### config.mk
export PLATFORM = sky130hd
export DESIGN_NAME = diff_drive_pwm
export DESIGN_NICKNAME = d
export VERILOG_FILES = /design/src/rtl/diff_drive_pwm.sv
export SDC_FILE = /design/constraint.sdc
export NUM_CORES = 1
export LEC_CHECK = 0
export ABC_AREA = 1
export CAP_MARGIN = 25
export CORE_MARGIN = 1
export CORE_UTILIZATION = 60
export CTS_CLUSTER_DIAMETER = 150
export CTS_CLUSTER_SIZE = 28
export DETAILED_ROUTE_END_ITERATION = 10
export PLACE_DENSITY = 0.82
export SLEW_MARGIN = 15
export SYNTH_ARGS = -nofsm -noshare
export SYNTH_HDL_FRONTEND = slang
export SYNTH_SLANG_ARGS = --single-unit
### constraint.sdc
create_clock -name clk -period 6.2 [get_ports clk]
set_clock_uncertainty 0.05 [all_clocks]
set_input_delay 1.86 -clock clk [delete_from_list [all_inputs] [get_ports clk]]
set_output_delay 1.86 -clock clk [all_outputs]
set_load 0.01 [all_outputs]
### src/rtl/diff_drive_pwm.sv
// Differential-drive output stage: mixes a signed control word with a base speed,
// clamps and slew-limits each wheel, and emits sign/magnitude PWM with direction bits.
module diff_drive_pwm #(
   parameter int CONTROL_WIDTH = 16,
   parameter int DUTY_WIDTH    = 8,
   parameter int SLEW_STEP     = 4
) (
   input  logic                            clk,
   input  logic                            reset,
   input  logic                            clk_en,
   input  logic                            en,
   input  logic signed [CONTROL_WIDTH-1:0] control_in,
   input  logic                            control_valid,
   input  logic        [DUTY_WIDTH-1:0]    base_speed,
   output logic                            pwm_l,
   output logic                            pwm_r,
   output logic                            dir_l,
   output logic                            dir_r,
   output logic        [DUTY_WIDTH-1:0]    duty_l,
   output logic        [DUTY_WIDTH-1:0]    duty_r,
   output logic                            period_start
);

   localparam int MW = CONTROL_WIDTH + 2;
   localparam int AW = DUTY_WIDTH + 1;
   localparam logic        [DUTY_WIDTH-1:0] DMAX   = {DUTY_WIDTH{1'b1}};
   localparam logic signed [MW-1:0]         DMAX_M = $signed({{(MW-DUTY_WIDTH){1'b0}}, DMAX});
   localparam logic signed [AW:0]           STEP_S = (AW+1)'(SLEW_STEP);

   function automatic logic signed [AW-1:0] clamp_f(input logic signed [MW-1:0] v);
      logic signed [AW-1:0] r;
      if (v > DMAX_M) begin
         r = $signed({1'b0, DMAX});
      end else if (v < -DMAX_M) begin
         r = -$signed({1'b0, DMAX});
      end else begin
         r = v[AW-1:0];
      end
      return r;
   endfunction

   // Moves the applied duty toward the target by at most SLEW_STEP, so a sign
   // change can only happen once the wheel is within one step of zero.
   function automatic logic signed [AW-1:0] slew_f(input logic signed [AW-1:0] app,
                                                   input logic signed [AW-1:0] tgt);
      logic signed [AW:0]   diff;
      logic signed [AW-1:0] r;
      diff = {tgt[AW-1], tgt} - {app[AW-1], app};
      if (SLEW_STEP == 0) begin
         r = tgt;
      end else if (diff > STEP_S) begin
         r = app + STEP_S[AW-1:0];
      end else if (diff < -STEP_S) begin
         r = app - STEP_S[AW-1:0];
      end else begin
         r = tgt;
      end
      return r;
   endfunction

   function automatic logic [DUTY_WIDTH-1:0] mag_f(input logic signed [AW-1:0] a);
      return a[AW-1] ? DUTY_WIDTH'(-a) : DUTY_WIDTH'(a);
   endfunction

   logic signed [CONTROL_WIDTH-1:0] stage_r;
   logic        [DUTY_WIDTH-1:0]    cnt_r;
   logic signed [AW-1:0]            app_l_r, app_r_r;
   logic signed [MW-1:0]            base_m_s, stage_m_s, mix_l_s, mix_r_s;
   logic signed [AW-1:0]            app_l_nxt_s, app_r_nxt_s;
   logic                            boundary_s;

   assign boundary_s = clk_en & en & (cnt_r == DMAX);

   // Mix, clamp and slew for the next period boundary
   always_comb begin
      base_m_s    = $signed({{(MW-DUTY_WIDTH){1'b0}}, base_speed});
      stage_m_s   = $signed({{(MW-CONTROL_WIDTH){stage_r[CONTROL_WIDTH-1]}}, stage_r});
      mix_l_s     = base_m_s + stage_m_s;
      mix_r_s     = base_m_s - stage_m_s;
      app_l_nxt_s = slew_f(app_l_r, clamp_f(mix_l_s));
      app_r_nxt_s = slew_f(app_r_r, clamp_f(mix_r_s));
   end

   // Control staging register, loads regardless of enables
   always_ff @(posedge clk or posedge reset) begin
      if (reset) begin
         stage_r <= '0;
      end else if (control_valid) begin
         stage_r <= control_in;
      end
   end

   // Period counter, applied duty, direction and PWM outputs
   always_ff @(posedge clk or posedge reset) begin
      if (reset) begin
         cnt_r        <= '0;
         app_l_r      <= '0;
         app_r_r      <= '0;
         duty_l       <= '0;
         duty_r       <= '0;
         dir_l        <= 1'b1;
         dir_r        <= 1'b1;
         pwm_l        <= 1'b0;
         pwm_r        <= 1'b0;
         period_start <= 1'b0;
      end else if (!en) begin
         cnt_r        <= '0;
         app_l_r      <= '0;
         app_r_r      <= '0;
         duty_l       <= '0;
         duty_r       <= '0;
         dir_l        <= 1'b1;
         dir_r        <= 1'b1;
         pwm_l        <= 1'b0;
         pwm_r        <= 1'b0;
         period_start <= 1'b0;
      end else begin
         if (clk_en) begin
            cnt_r <= cnt_r + DUTY_WIDTH'(1);
         end
         period_start <= boundary_s;
         if (boundary_s) begin
            app_l_r <= app_l_nxt_s;
            app_r_r <= app_r_nxt_s;
            duty_l  <= mag_f(app_l_nxt_s);
            duty_r  <= mag_f(app_r_nxt_s);
            dir_l   <= ~app_l_nxt_s[AW-1];
            dir_r   <= ~app_r_nxt_s[AW-1];
         end
         pwm_l <= (cnt_r < duty_l);
         pwm_r <= (cnt_r < duty_r);
      end
   end

endmodule
==> metrics.yaml <==
hold_path:
  hold_depth: 2
  min_to: "dir_l$_DFFE_PP1P_"
  hp-start: "dir_l$_DFFE_PP1P_"
  holdCritPathClass: "flop to flop"
run_status:
  violations: "setup timing"
  status: "finished with violations"
sta:
  worstMarginPinSlew_ps: 946
  fin_crit_ps: 6350
  hold_viol: 0
  holdWs_ps: 430
  rsz0062_at_grt: "yes"
  finalSetupTns_ps: -543
  timing.fmax_mhz: 157
  setup_ws_ps: -152
  setup_viol: 8
  fin_crit_sh_pct: 102
  drv_slew: 0
  slew_headroom_pct: 36.7
placement:
  hpwl_um: 13700
  gp_congestion: 0.924
  port-buffer-count: 49
yosys:
  synthFlopType: "dfrtp_1"
  synth_edf_count: 0
  synth_fp_nets: 1079
  synth_fa_ha_area_share_pct: 12.1
  syn_inst: 991
  ys_ff_latch: 61
  ys_seq_area_share_pct: 24.1
  ys_types: 47
  synth-compound-area-share_pct: 11.7
  ys_async_sr_fraction_pct: 100
  yosys.area_share.simple_pct: 36.0
  synthXorXnorAreaFrac_pct: 4.70
  synth_top_family_by_area: "simple AND/OR/NAND/NOR gates"
  avgSynthCellArea_sq_um: 6.40
  syn_area_sq_mm: 0.00634
  ys_warn_count: 0
  muxShareOfSynthArea_pct: 0.178
global_route:
  grt_max_degree: 62
  grt_overflow: 0
  antenna_found_initial: 0
  grt_usage_pct: 34.0
  grt_pass1_vias: 6846
  grt_pass1_wl_um: 30400
flow_run:
  maxCapViolCount: 0
power:
  irDropWorstVdd_uv: 150
  p_leak_nw: 4.52
  fin_total_pwr_w: 0.00183
  p_per_area_mw_per_mm2: 207
setup_path:
  path_max_fanout: 8
  end_kind: "flop"
  critical_path_class: "input port to flop"
  reg2reg_slack_ps: 990
  required_ps: 6390
  cpMostUsedCell: "nand2_2"
  r2r_end: "duty_r[6]$_DFFE_PP0P_"
  timing.rr.start: "stage_r[0]$_DFFE_PP0P_"
  start_kind: "input port"
  worst_path_max_delay_cell: "fa_2"
  max_stage_delay_ps: 380
  crit_arrival_ps: 6540
  ff2ff_path_depth: 37
drt:
  wl_per_cell_um: 16.2
  dr.pass1.iters: 9
  vias: 7649
  viasPerCell: 5.83
  drc: 0
  ant_nets: 0
  wl_um: 21300
  drt_iter0_markers: 913
final_layout:
  fin_nets: 1260
  antenna_cells: 0
  area_growth_pct: 39.1
  utilization_pct: 85.8
  drive_gt1_share_pct: 27.8
  fill_cells: 603
clocking:
  clock_latency_ps: 360
  clk_pin_slew_ps: 80
  clockBufferDepth: 2
  cts-htree-levels: 3
  cts_made_buffers: 9
  hold_buffers: 0
  cts_tree: "done"
  root_buffer: "clkbuf_8"
  cts.sinks: 61
die:
  fp.dieArea_sq_mm: 0.0110
  coreArea_sq_mm: 0.0103
  io_pins: 50
  die_y_um: 105
  die_width_um: 105
  row_count: 37
  start_util_pct: 61.7
flip-flops by register name, summed over array words and instances, names as in the netlist:
name          count
app_l_r           8
app_r_r           8
cnt_r             8
dir_l             1
dir_r             1
duty_l            8
duty_r            8
period_start      1
pwm_l             1
pwm_r             1
stage_r          16
per-stage QoR:
step	instance area (sq um)	setup WS, ps	std cells
floorplan	6360	0.945	991
global placement	7840	-626	1282
detailed placement	7840	-746	1282
CTS	8280	0.592	1303
global route	8820	-382	1313
finish	8820	-152	1313
synth_stat cells, types with 2 or more instances:
master      n  area (sq um)
nor4_1      3          18.8
o21ai_2     4          35.0
nor3_2      2          20.0
nand2_2    15          93.8
o211ai_1    2          15.0
xor2_1     31           272
nand3_2     5          50.1
or2_1       2          12.5
a31oi_1     2          12.5
inv_1     150           563
a21oi_1    35           175
nand2_1   301          1130
o21ai_1     6          30.0
nor2_1     66           248
o21a_1      2          15.0
a21boi_0    4          30.0
nand3_1    91           455
xnor2_1     3          26.3
a21oi_2     3          26.3
dfrtp_1    59          1480
o21ai_0    49           245
nor3_1     18          90.1
fa_1        4          80.1
nand3b_1    3          22.5
dfstp_2     2          52.6
buf_6       2          22.5
clkbuf_1    9          33.8
inv_2       9          33.8
buf_4       5          37.5
o22ai_1    18           113
ha_1       55           688
nand4_1    16           100
layer usage:
layer | global-route usage, % | part of all wire, %
met3 | 5.12 | 6.9
met4 | 13.7 | 5.6
met2 | 60.5 | 48
met5 | 0 | 0
met1 | 41.0 | 39
layout make-up:
| class | count | area, sq um | share of cell area [%] |
|---|---|---|---|
| clock buffers | 9 | 124 | 1.40 |
| clock inverters | 7 | 75.1 | 0.851 |
| inverters | 162 | 621 | 7.04 |
| multi-input cells | 751 | 4760 | 54.0 |
| flip-flops and latches | 61 | 1530 | 17.3 |
| well taps | 136 | 170 | 1.93 |
| repair buffers | 187 | 1540 | 17.5 |
critical path: cells and delay by family:
| family | cells | cell delay (ps) |
|---|---|---|
| buf+inv | 4 | 550 |
| compound gates | 3 | 530 |
| fa+ha+maj | 4 | 960 |
| simple gates | 24 | 2450 |
| xor+xnor | 1 | 180 |
kinds of logic after synthesis:
kind of cell / after synthesis
AOI/OAI and AO/OA: 129
buffers and inverters: 179
adders and majority gates: 59
DFF: 61
muxes: 1
xor gates and xnor gates: 34
and+or+nand+nor: 528
cell usage in the layout (no fill, tap or decap), drive strengths merged:
cell type      instances
dfstp                  2
o21a                   2
a21boi                 4
fa                     4
nor2                  67
mux2                   1
nand3b                 3
dlygate4sd2            4
and3                   1
clkdlybuf4s50         41
o22ai                 18
nand3                 96
nor3b                  1
inv                  161
clkinv                 7
a22oi                  1
xor2                  31
nor4                   3
o21bai                 2
a31oi                  2
dfrtp                 59
o211ai                 2
a21oi                 39
or2                    4
and2                   1
nor3                  20
xnor2                  3
ha                    55
o21ai                 59
buf                  139
nand4                 16
bufinv                 1
nand2                316
clkbuf                11
dlymetal6s2s           1
power by group:
group | total (W) | internal (W) | leakage [nW] | switching [W]
Sequential | 0.000433 | 0.000414 | 0.811 | 0.0000185
Clock | 0.000383 | 0.000188 | 0.104 | 0.000195
Combinational | 0.00101 | 0.000449 | 3.60 | 0.000565
how the worst max path moves through the flow:
stage                        from                     to  cells after the start
global route        base_speed[0]  duty_r[6]$_DFFE_PP0P_                     37
CTS                 base_speed[3]  duty_r[6]$_DFFE_PP0P_                     37
detailed placement  base_speed[0]  duty_r[6]$_DFFE_PP0P_                     39
global placement    base_speed[0]  duty_r[6]$_DFFE_PP0P_                     39
finish              base_speed[5]  duty_r[6]$_DFFE_PP0P_                     36
floorplan           base_speed[0]  duty_r[6]$_DFFE_PP0P_                     38
timing repair:
action,4_1_cts,5_1_grt
resized for setup,38,137
setup endpoints to repair,24,34
buffers inserted,5,10
pin swaps,15,59
No activity file was read; power rests on OpenSTA's default activity.
